**src/rtl/ps2_line_assembler_if.sv**
```systemverilog
// ps2_line_if: committed-line hand-off from the PS/2 line assembler to the
// display controller.
//   ps2_line_content  last committed line, character 0 in the MSB byte
//   ps2_line_ready    one-cycle pulse, content is valid in the same cycle
// master = producer (line assembler), slave = consumer (display controller).
interface ps2_line_if #(parameter int CHARS = 32);
  logic [8*CHARS-1:0] ps2_line_content;
  logic               ps2_line_ready;

  modport master (output ps2_line_content, output ps2_line_ready);
  modport slave  (input  ps2_line_content, input  ps2_line_ready);
endinterface

```
**src/rtl/ps2_line_assembler.sv**
```systemverilog
// ps2_line_assembler: builds a CHARS-character ASCII line from decoded PS/2
// keystrokes and commits it on Enter.
//   clock       system clock, rising edge
//   reset       asynchronous, active-high
//   key_strobe  one-cycle pulse marking a decoded key
//   key_ascii   ASCII code, valid with key_strobe
//   line_bus    ps2_line_if master: committed line + ready pulse
//   edit_line   live edit buffer (unused positions are spaces)
//   cursor      next write position, 0..CHARS
//   overflow    sticky: a printable key was dropped on a full line
//
// state  | meaning
// EDIT   | process one key per cycle (pending entry first, else the strobe)
// COMMIT | one cycle: clear edit buffer, cursor, overflow; end ready pulse
module ps2_line_assembler #(
  parameter  int CHARS = 32,
  localparam int CW    = $clog2(CHARS + 1)
) (
  input  logic               clock,
  input  logic               reset,
  input  logic               key_strobe,
  input  logic [7:0]         key_ascii,
  ps2_line_if.master         line_bus,
  output logic [8*CHARS-1:0] edit_line,
  output logic [CW-1:0]      cursor,
  output logic               overflow
);

  typedef enum logic {EDIT, COMMIT} state_t;

  localparam logic [8*CHARS-1:0] SPACES = {CHARS{8'h20}};
  localparam logic [CW-1:0]      FULL   = CW'(CHARS);
  localparam logic [CW-1:0]      ONE    = CW'(1);
  localparam logic [7:0]         KEY_BS = 8'h08;
  localparam logic [7:0]         KEY_CR = 8'h0D;

  state_t             state;
  logic               pend_valid;
  logic [7:0]         pend_data;
  logic [8*CHARS-1:0] content_q;
  logic               ready_q;

  logic               proc_valid;
  logic [7:0]         proc_code;
  logic               is_print;
  logic               wr_en;
  logic [CW-1:0]      wr_pos;
  logic [7:0]         wr_byte;
  logic [8*CHARS-1:0] edit_nxt;

  assign line_bus.ps2_line_content = content_q;
  assign line_bus.ps2_line_ready   = ready_q;

  // A pending key always goes ahead of a same-cycle strobe to keep key order.
  always_comb begin
    proc_valid = pend_valid | key_strobe;
    proc_code  = pend_valid ? pend_data : key_ascii;
    is_print   = (proc_code >= 8'h20) && (proc_code <= 8'h7E);
    wr_en      = 1'b0;
    wr_pos     = cursor;
    wr_byte    = proc_code;
    if (proc_valid && is_print && cursor != FULL) begin
      wr_en = 1'b1;
    end else if (proc_valid && proc_code == KEY_BS && cursor != '0) begin
      wr_en   = 1'b1;
      wr_pos  = cursor - ONE;
      wr_byte = 8'h20;
    end
    edit_nxt = edit_line;
    for (int i = 0; i < CHARS; i++) begin
      if (wr_en && int'(wr_pos) == i) edit_nxt[8*(CHARS-1-i) +: 8] = wr_byte;
    end
  end

  always_ff @(posedge clock or posedge reset) begin
    if (reset) begin
      state      <= EDIT;
      pend_valid <= 1'b0;
      pend_data  <= '0;
      content_q  <= SPACES;
      ready_q    <= 1'b0;
      edit_line  <= SPACES;
      cursor     <= '0;
      overflow   <= 1'b0;
    end else begin
      case (state)
        EDIT: begin
          ready_q <= 1'b0;
          // While the pending entry is consumed, a new strobe takes its place.
          pend_valid <= pend_valid & key_strobe;
          if (pend_valid) pend_data <= key_ascii;
          edit_line <= edit_nxt;
          if (proc_valid) begin
            if (is_print) begin
              if (cursor != FULL) cursor   <= cursor + ONE;
              else                overflow <= 1'b1;
            end else if (proc_code == KEY_BS) begin
              if (cursor != '0) cursor <= cursor - ONE;
            end else if (proc_code == KEY_CR && cursor != '0) begin
              content_q <= edit_line;
              ready_q   <= 1'b1;
              state     <= COMMIT;
            end
          end
        end
        COMMIT: begin
          edit_line <= SPACES;
          cursor    <= '0;
          overflow  <= 1'b0;
          ready_q   <= 1'b0;
          state     <= EDIT;
          if (key_strobe) begin
            pend_valid <= 1'b1;
            pend_data  <= key_ascii;
          end
        end
        default: state <= EDIT;
      endcase
    end
  end

endmodule

```
**src/flat_wrapper.sv**
```systemverilog
// flat-port wrapper written by rule: the top's interface ports become plain ports
module ps2_line_assembler_flat 
#(
  parameter  int CHARS = 32,
  localparam int CW    = $clog2(CHARS + 1)
)
  (clock, reset, key_strobe, key_ascii, edit_line, cursor, overflow, line_bus_ps2_line_content, line_bus_ps2_line_ready);
  ps2_line_if #(.CHARS(CHARS)) line_bus_i ();
  input  logic clock;
  input  logic reset;
  input  logic key_strobe;
  input  logic [7:0] key_ascii;
  output logic [8*CHARS-1:0] edit_line;
  output logic [CW-1:0] cursor;
  output logic overflow;
  output wire logic [$bits(line_bus_i.ps2_line_content)-1:0] line_bus_ps2_line_content;
  output wire logic [$bits(line_bus_i.ps2_line_ready)-1:0] line_bus_ps2_line_ready;
  assign line_bus_ps2_line_content = line_bus_i.ps2_line_content;
  assign line_bus_ps2_line_ready = line_bus_i.ps2_line_ready;
  ps2_line_assembler #(.CHARS(CHARS)) u_core (.clock(clock), .reset(reset), .key_strobe(key_strobe), .key_ascii(key_ascii), .line_bus(line_bus_i), .edit_line(edit_line), .cursor(cursor), .overflow(overflow));
endmodule
```
**config.mk**
```make
export PLATFORM = sky130hd
export DESIGN_NAME = ps2_line_assembler_flat
export DESIGN_NICKNAME = d
export VERILOG_FILES = /design/src/rtl/ps2_line_assembler_if.sv /design/src/rtl/ps2_line_assembler.sv /design/src/flat_wrapper.sv
export SDC_FILE = /design/constraint.sdc
export NUM_CORES = 1
export LEC_CHECK = 0
export CAP_MARGIN = 20
export CORE_MARGIN = 2
export CORE_UTILIZATION = 35
export DETAILED_ROUTE_END_ITERATION = 10
export GPL_TIMING_DRIVEN = 0
export PLACE_DENSITY_LB_ADDON = 0.05
export SLEW_MARGIN = 15
export SYNTH_ARGS = -nofsm -noshare
export SYNTH_HDL_FRONTEND = slang
export SYNTH_SLANG_ARGS = --single-unit
```
**constraint.sdc**
```tcl
create_clock -name clock -period 38.2 [get_ports clock]
set_input_delay 9.55 -clock clock [delete_from_list [all_inputs] [get_ports clock]]
set_output_delay 9.55 -clock clock [all_outputs]
set_load 0.05 [all_outputs]
```
# Word-level counts from Yosys, hierarchy flattened
# Cells that the tools add are included.
# op_classes
addsub	2
n_lt_le_gt_ge	2
eq_ne	74
mux	60
bitwise_logic	5
n_reduce_logical	44
# op_table
operator	n
256-bit case mux with 2 select lines	1
8-bit two-way mux	37
6-bit == test (second input constant)	16
2-bit by 1-bit inequality test with 1-bit output (second input constant)	35
6-bit by 5-bit == test with 1-bit output (second input constant)	8
6-bit two-way mux	7
1-bit logical AND	38
6-bit by 4-bit == test with 1-bit output (second input constant)	4
8-bit by 4-bit == test with 1-bit output (second input constant)	2
8-bit case mux with 2 select lines	1
6-bit by 3-bit == test with 1-bit output (second input constant)	2
6-bit case mux with 2 select lines	1
1-bit two-way mux	10
8-bit by 6-bit greater-or-equal comparator with 1-bit output (second input constant)	1
8-bit by 7-bit less-or-equal comparator with 1-bit output (second input constant)	1
6-bit by 1-bit adder with 6-bit output (second input constant)	1
6-bit by 2-bit == test with 1-bit output (second input constant)	1
6-bit logical NOT	1
3-bit by 1-bit inequality test with 1-bit output (second input constant)	2
6-bit inequality test (second input constant)	1
1-bit case mux with 2 select lines	3
6-bit nonzero test	1
6-bit by 1-bit subtractor with 6-bit output (second input constant)	1
5-bit AND reduction	1
other kinds (8)	11
# word_totals
reg_bits	529
inputBits	11
wordCells	225

# Depth between registers and ports, before layout
# Gate-level depths: netlist of run 1.
# depth
depth_word	10
depth_mapped	11
depth_no_buf	8

# Worst setup path before layout of run 1
# No wires, ideal clock.
# synth_path
path_type	input to register
start	input port key_ascii[1]
end	register u_core.edit_line[117]
t_arrival_ns	11.719
required_time_ns	38.124
setup_slack_ns	26.405
stages	8
n_path_buf	2
cell_sequence	and4bb_2 o22ai_1 nor3_2 buf_2 a32oi_1 buf_4 nor3_2 mux2i_1
# synth_between
elab_chain_cells	9
word_cells_on_any_way	20
cone_classes	order compare: 2; eq/ne: 3; mux: 9; reduce/logical: 6
# synth_lines
element	line_no	rtl
start, declared	flat_wrapper.sv:12	input logic [7:0] key_ascii;
8-bit two-way mux (*)	ps2_line_assembler.sv:57	proc_code = pend_valid ? pend_data : key_ascii;
8-bit by 6-bit greater-or-equal comparator with 1-bit output (tied with other cells)	ps2_line_assembler.sv:58	is_print = (proc_code >= 8'h20) && (proc_code <= 8'h7E);
1-bit logical AND, on equally long branches	ps2_line_assembler.sv:58, ps2_line_assembler.sv:64	
1-bit logical AND, on equally long branches	ps2_line_assembler.sv:62, ps2_line_assembler.sv:64	
1-bit logical AND or 6-bit two-way mux (tied branches)	ps2_line_assembler.sv:62, ps2_line_assembler.sv:64	
6-bit two-way mux	ps2_line_assembler.sv:62	if (proc_valid && is_print && cursor != FULL) begin
6-bit == test	ps2_line_assembler.sv:71	if (wr_en && int'(wr_pos) == i) edit_nxt[8*(CHARS-1-i) +: 8] = wr_byte;
1-bit logical AND	ps2_line_assembler.sv:71	
2-bit by 1-bit inequality test with 1-bit output (no source line)	-	
end signal, assigned	ps2_line_assembler.sv:92	edit_line <= edit_nxt;
end, declared	ps2_line_assembler.sv:24	output logic [8*CHARS-1:0] edit_line,
# Every way passes the cells marked *; elsewhere a longest branch is shown, timed or not. The select of a mux whose other input is x is not followed.
# A chain may end at the register's enable or synchronous reset.

# Final worst setup path of run 1
# layout_path
start	input port key_strobe
end	register u_core.edit_line[43]
# layout_between
elab_chain_cells	8
word_cells_on_any_way	16
cone_classes	eq/ne: 2; mux: 8; bitwise: 1; reduce/logical: 5
# layout_lines
element	line_no	rtl
start, declared	flat_wrapper.sv:11	input logic key_strobe;
1-bit OR (*)	ps2_line_assembler.sv:56	proc_valid = pend_valid | key_strobe;
1-bit logical AND (2 in a row)	ps2_line_assembler.sv:64	end else if (proc_valid && proc_code == KEY_BS && cursor != '0) begin
6-bit two-way mux	ps2_line_assembler.sv:64	
6-bit two-way mux	ps2_line_assembler.sv:62	
6-bit == test	ps2_line_assembler.sv:71	
1-bit logical AND	ps2_line_assembler.sv:71	
2-bit by 1-bit inequality test with 1-bit output (no source line)	-	
# Marked as above.

==> results.py, run 1 <==
metrics = {
    "drt": {
        "drc": 0,
        "drt_iter0_drc": 722,
        "postRouteAntennaNets": 0,
        "vias_per_cell": 4.813,
        "finalWirelength_mm": 69.70,
        "vias": 14560,
        "dr.pass1.iters": 5,
        "wl_per_cell_um": 23.03,
    },
    "pwr": {
        "cellPowerDensity_nw_per_um2": 72.89,
        "p_leak_nw": 12.79,
        "ir_worst_vdd_mv": 0.04108,
        "fin_total_pwr_mw": 2.220,
    },
    "synth": {
        "synth_edf_count": 0,
        "synthArstFlopShare_pct": 100.0,
        "synth.lib_cells_used.distinct": 53,
        "ys_ff_latch": 529,
        "synth_top_cell_area_share_pct": 53.17,
        "ys_seq_area_share_pct": 60.85,
        "syn_area_um2": 21880,
        "ys_warn_count": 0,
        "synth_top_flop_cell": "dfrtp_1",
        "yosys.area.top_type": "dfrtp_1",
        "synthAdderAreaFrac_pct": 0.2173,
        "synth.area.top_cells": "dfrtp_1 53%, mux2_2 14%, mux2i_1 11%",
        "synth-simple-area-share_pct": 10.99,
        "syn_avg_cell_area_um2": 14.23,
        "synth-xor-area-share_pct": 0.2401,
        "synthCells": 1538,
        "synth_top_family_by_area": "multiplexers",
        "synth_compound_area_share_pct": 1.052,
        "muxShareOfSynthArea_pct": 24.74,
        "synth_nets": 1552,
    },
    "setup_path": {
        "worstPathMaxFanout": 10,
        "worstPathRequired_ns": 38.72,
        "crit_slowest_cell": "nor3_2",
        "path_cells": "clkdlybuf4s50_1, and4bb_2, o22ai_1, nor3_2, buf_2, a32oi_1, buf_4, nor3_2, mux2i_1",
        "path_class": "in -> reg",
        "crit_top_cell": "nor3_2",
        "cp-start-kind": "input pin",
        "crit_path_end_kind": "flop",
        "worstPathArrival_ns": 13.20,
        "cpPeakStageDelay_ns": 0.79,
    },
    "die": {
        "die_area_um2": 64540,
        "core_um2": 61710,
        "io_pins": 531,
        "die_w_um": 254.1,
        "rows": 91,
        "chipHeight_um": 254.1,
        "start_util_pct": 35.46,
    },
    "clocking": {
        "clock_tree.buffer_depth": 3,
        "cts_tree": "done",
        "clkSinkCount": 529,
        "htreeDepth": 2,
        "clock_latency_ns": 0.62,
        "numCtsBuffers": 59,
        "root_buffer": "clkbuf_16",
        "path_clk_slew_ns": 0.06,
        "cts_hold_buffers": 0,
        "post-cts-setup-buffers": 0,
        "cts_resized": 0,
    },
    "placement": {
        "dpl.hpwl_mm": 50.60,
        "dp.cells": 2912,
        "io_buffers": 530,
        "place.gp.congestion": 0.7776,
        "post_dp_cell_area_um2": 28430,
        "post-place-ws_ns": 24.79,
    },
    "global_routing": {
        "grt_first_pass_wirelength_mm": 103.7,
        "antenna_found_initial": 6,
        "grt_use_total_pct": 21.56,
        "grt_pass1_vias": 15430,
        "grt_max_degree": 109,
        "overflow": 0,
    },
    "sta": {
        "drv_slew": 0,
        "slew_headroom_pct": 29.41,
        "max_freq_ghz": 0.07888,
        "setup_viol": 0,
        "fin_setup_tns_ns": 0,
        "hold_viol": 0,
        "worst_clock_skew_ns": 0.02897,
        "holdWs_ns": 0.5030,
        "min_period_ns": 12.68,
        "finalCritPeriodShare_pct": 33.19,
        "rsz0062_at_grt": "false",
        "fin_ws_ns": 25.52,
        "worstMarginPinSlew_ns": 1.059,
    },
    "layout": {
        "final_util_pct": 49.36,
        "layout-drive-gt1-share_pct": 22.32,
        "final_cells": 3026,
        "area_growth_pct": 39.19,
        "final_area_um2": 30460,
        "most-common-layout-cells": "530 x clkdlybuf4s50_1, 465 x dfrtp_1, 266 x mux2_2",
        "final_nets": 2150,
        "final_common_cell": "clkdlybuf4s50_1",
        "nFillCells": 5522,
    },
    "flow_run": {
        "maxCapViolations": 0,
    },
    "min_path": {
        "hold_path_class": "reg -> reg",
    },
    "status": {
        "status": "complete, no violations",
    },
}
cell type report:
cell class | count | area (um^2) | share of cell area [%]
Antenna cell | 3 | 7.507 | 0.02464
Buffer | 97 | 394.1 | 1.294
Clock buffer | 92 | 1803 | 5.919
Clock inverter | 19 | 222.7 | 0.7311
Inverter | 6 | 30.03 | 0.09858
Multi-Input combinational cell | 906 | 8187 | 26.88
Sequential cell | 529 | 13320 | 43.72
Tap cell | 837 | 1047 | 3.438
Timing Repair Buffer | 537 | 5453 | 17.90
cell usage after synthesis (all sizes together), types with 2 or more instances:
cell,n
dfstp,64
nand3b,2
a21oi,5
dfrtp,465
xnor2,6
nor3,33
or3,9
clkbuf,90
o41a,2
nor4,5
a2111oi,2
o22ai,2
nand2b,192
mux2,266
ha,3
nor2b,7
nand2,7
nor4b,2
a211oi,3
inv,6
nor2,59
a32oi,2
mux2i,238
o21ai,5
buf,7
nor3b,36
nand3,4
where the power goes:
group	leakage (nW)	internal [mW]	switching, mW	total, mW
combinational	5.49	0.266	0.574	0.840
sequential	6.29	0.680	0.112	0.792
clock	1.01	0.356	0.233	0.589
total	12.8	1.30	0.919	2.22
kinds of logic after synthesis:
| kind of cell | Yosys count |
|---|---|
| xor gates and xnor gates | 6 |
| adders and majority gates | 4 |
| muxes | 504 |
| buffers and inverters | 103 |
| and+or+nand+nor | 364 |
| AOI/OAI and AO/OA | 28 |
| DFF | 529 |
layer usage:
layer	vias up	share of wire (%)	track usage [%]
met5	-	0.053	0
met2	362	50	36.71
met3	85	5.2	4.650
li1	6548	-	-
met4	6	1.7	4.672
met1	7563	43	28.19
critical path: cells and delay by family:
| kind | cells | cell delay [ns] |
|---|---|---|
| buffers and inverters | 3 | 1.30 |
| muxes | 1 | 0.27 |
| and+or+nand+nor | 3 | 1.70 |
| AOI/OAI and AO/OA | 2 | 0.35 |
flip-flops by register name, summed over array words and instances (netlist names):
signal and count:
u_core.pend_valid 1, u_core.cursor 6, u_core.line_bus.ps2_line_content 256, u_core.pend_data 8, u_core.state 1, u_core.overflow 1
u_core.edit_line 256
worst paths after layout:
| path | start | to | slack (ns) | depth (start not counted) |
|---|---|---|---|---|
| worst max-delay path | key_strobe | u_core.edit_line[43]$_DFFE_PP0P_ | 25.52 | 9 |
| worst min-delay path | u_core.line_bus.ps2_line_content[0]$_DFFE_PP0P_ | u_core.line_bus.ps2_line_content[0]$_DFFE_PP0P_ | 0.50 | 1 |
| worst max register to register | u_core.cursor[0]$_DFFE_PP0P_ | u_core.line_bus.ps2_line_content[223]$_DFFE_PP0P_ | 33.84 | 10 |
| worst min register to register | u_core.line_bus.ps2_line_content[0]$_DFFE_PP0P_ | u_core.line_bus.ps2_line_content[0]$_DFFE_PP0P_ | 0.50 | 1 |
| max in group asynchronous | reset | u_core.line_bus.ps2_line_content[125]$_DFFE_PP1P_ | 27.46 | 4 |
| min in group asynchronous | reset | u_core.line_bus.ps2_line_content[3]$_DFFE_PP0P_ | 9.36 | 2 |
No activity file was read; power rests on OpenSTA's default activity.
==> inputs of run 2 (changes only) <==
- clock period: 38.2 -> 11.2 ns (I/O delays scaled with it)
==> run 2 against run 1 <==
Against the previous run:
- largest power group unchanged
- via count rose by 0.55%
- first-iteration DRC count fell by 7.3%
- sequential cell count did not move
- final cell count rose by 0.43%
- routed wire length fell by 1.1%
- setup slack got worse by 20 ns
- hold slack got worse by 0.00067 ns
- die area did not move
- sequential power rose to 3.4 times the previous value
- critical endpoint is now u_core.edit_line[107]$_DFFE_PP0P_
- clock skew fell by 0.017 ns
==> results.py, run 2 (synthesis results as in run 1) <==
metrics = {
    "clocking": {
        "clkSinkCount": 529,
        "cts_tree": "done",
        "htreeDepth": 2,
        "numCtsBuffers": 59,
        "root_buffer": "clkbuf_16",
        "clock_latency_ns": 0.61,
        "path_clk_slew_ns": 0.06,
        "cts_hold_buffers": 0,
        "post-cts-setup-buffers": 0,
        "cts_resized": 0,
        "clock_tree.buffer_depth": 3,
    },
    "sta": {
        "fin_setup_tns_ns": 0,
        "worstMarginPinSlew_ns": 0.9905,
        "slew_headroom_pct": 33.97,
        "min_period_ns": 5.952,
        "rsz0062_at_grt": "false",
        "max_freq_ghz": 0.1680,
        "worst_clock_skew_ns": 0.01181,
        "finalCritPeriodShare_pct": 53.14,
        "setup_viol": 0,
        "holdWs_ns": 0.5023,
        "drv_slew": 0,
        "hold_viol": 0,
    },
    "layout": {
        "final_nets": 2165,
        "most-common-layout-cells": "530 x clkdlybuf4s50_1, 465 x dfrtp_1, 266 x mux2_2",
        "final_common_cell": "clkdlybuf4s50_1",
        "area_growth_pct": 39.97,
        "nFillCells": 5539,
        "final_cells": 3039,
        "final_util_pct": 49.64,
        "layout-drive-gt1-share_pct": 22.63,
    },
    "die": {
        "die_w_um": 254.1,
        "io_pins": 531,
        "die_area_um2": 64540,
        "rows": 91,
        "start_util_pct": 35.46,
        "chipHeight_um": 254.1,
        "core_um2": 61710,
    },
    "setup_path": {
        "reg2reg_setup_slack_ns": 6.93,
        "cpPeakStageDelay_ns": 0.75,
        "rr_worst_depth": 11,
        "cp-start-kind": "input pin",
        "worstPathRequired_ns": 11.71,
        "worstPathMaxFanout": 10,
        "crit_path_end_kind": "flop",
        "cp.depth": 9,
        "cp-endpoint": "u_core.edit_line[107]$_DFFE_PP0P_",
        "worstPathArrival_ns": 6.46,
        "crit_top_cell": "nor3_2",
        "path_class": "in -> reg",
        "reg2reg_from": "u_core.cursor[0]$_DFFE_PP0P_",
        "path_cells": "clkdlybuf4s50_1, nor3_1, nor2_1, nor3_2, buf_2, a32oi_1, buf_4, nor3_2, mux2i_1",
        "path_delay_family": "simple AND/OR/NAND/NOR gates",
        "r2r-end": "u_core.edit_line[107]$_DFFE_PP0P_",
        "cp_num_buf_inv": 3,
        "crit_slowest_cell": "nor3_2",
        "startpoint": "key_ascii[2]",
    },
    "global_routing": {
        "grt_use_total_pct": 21.18,
        "overflow": 0,
        "grt_pass1_vias": 15280,
        "grt_max_degree": 38,
        "antenna_found_initial": 3,
        "grt_first_pass_wirelength_mm": 102.2,
    },
    "placement": {
        "place.gp.congestion": 0.7920,
        "dp.cells": 2926,
        "dpl.hpwl_mm": 51.47,
        "io_buffers": 530,
    },
    "drt": {
        "drt_iter0_drc": 669,
        "drc": 0,
        "vias_per_cell": 4.819,
        "vias": 14640,
        "dr.pass1.iters": 4,
        "wl_per_cell_um": 22.69,
        "postRouteAntennaNets": 0,
        "finalWirelength_mm": 68.94,
    },
    "pwr": {
        "ir_worst_vdd_mv": 0.1535,
        "cellPowerDensity_nw_per_um2": 244.9,
        "p_leak_nw": 12.85,
        "fin_total_pwr_mw": 7.503,
    },
    "status": {
        "status": "complete, no violations",
    },
    "min_path": {
        "hold_path_class": "reg -> reg",
    },
    "flow_run": {
        "maxCapViolations": 0,
    },
}
==> run 2: cell types whose count changed in the layout (fill, tap and decap cells not counted), sizes merged <==
cell and delta:
buf +15, clkbuf +4, clkinv -4, bufinv -3, clkinvlp +3, diode -2
==> run 2: routing by layer <==
metal  GRT usage, %  vias up  routed length [um]
met5              0        -                  17
met4          4.975        4                1201
met3          4.261       70                3395
met2          35.29      380               33840
met1          28.40     7630               30490
li1               -     6560                   -
==> run 2: worst min-delay path by stage <==
stage | startpoint | end | cells past startpoint | slack [ns]
detailed placement | u_core.line_bus.ps2_line_content[107]$_DFFE_PP0P_ | u_core.line_bus.ps2_line_content[107]$_DFFE_PP0P_ | 1 | 0.49
global route | u_core.line_bus.ps2_line_content[130]$_DFFE_PP0P_ | u_core.line_bus.ps2_line_content[130]$_DFFE_PP0P_ | 1 | 0.52
CTS | u_core.line_bus.ps2_line_content[107]$_DFFE_PP0P_ | u_core.line_bus.ps2_line_content[107]$_DFFE_PP0P_ | 1 | 0.51
floorplan | u_core.pend_data[7]$_DFFE_PP0P_ | u_core.pend_data[7]$_DFFE_PP0P_ | 1 | 0.50
finish | u_core.line_bus.ps2_line_content[76]$_DFFE_PP0P_ | u_core.line_bus.ps2_line_content[76]$_DFFE_PP0P_ | 1 | 0.50
global placement | u_core.line_bus.ps2_line_content[8]$_DFFE_PP0P_ | u_core.line_bus.ps2_line_content[8]$_DFFE_PP0P_ | 1 | 0.49
==> run 2: metrics by stage <==
step,instance area [um^2],setup WS (ns)
floorplan,21890,1.262
global placement,28240,-2.390
detailed placement,28670,4.633
CTS,30620,5.291
global route,30630,5.024
finish,30630,5.248
==> run 2: final cells by class <==
class                           instances  area [um^2]  share of cell area (%)
Clock inverter                         15        136.4                  0.4452
Clock buffer                           96         1818                   5.935
Multi-Input combinational cell        906         8182                   26.71
Antenna cell                            1        2.502                0.008169
Timing Repair Buffer                  552         5709                   18.64
Buffer                                 97        394.1                   1.287
Sequential cell                       529        13320                   43.48
Inverter                                6        26.28                 0.08577
Tap cell                              837         1047                   3.419
==> run 2: power breakdown <==
part	total, mW	switching [mW]	internal (mW)
clock	1.93	0.781	1.15
sequential	2.70	0.381	2.32
combinational	2.87	1.96	0.916
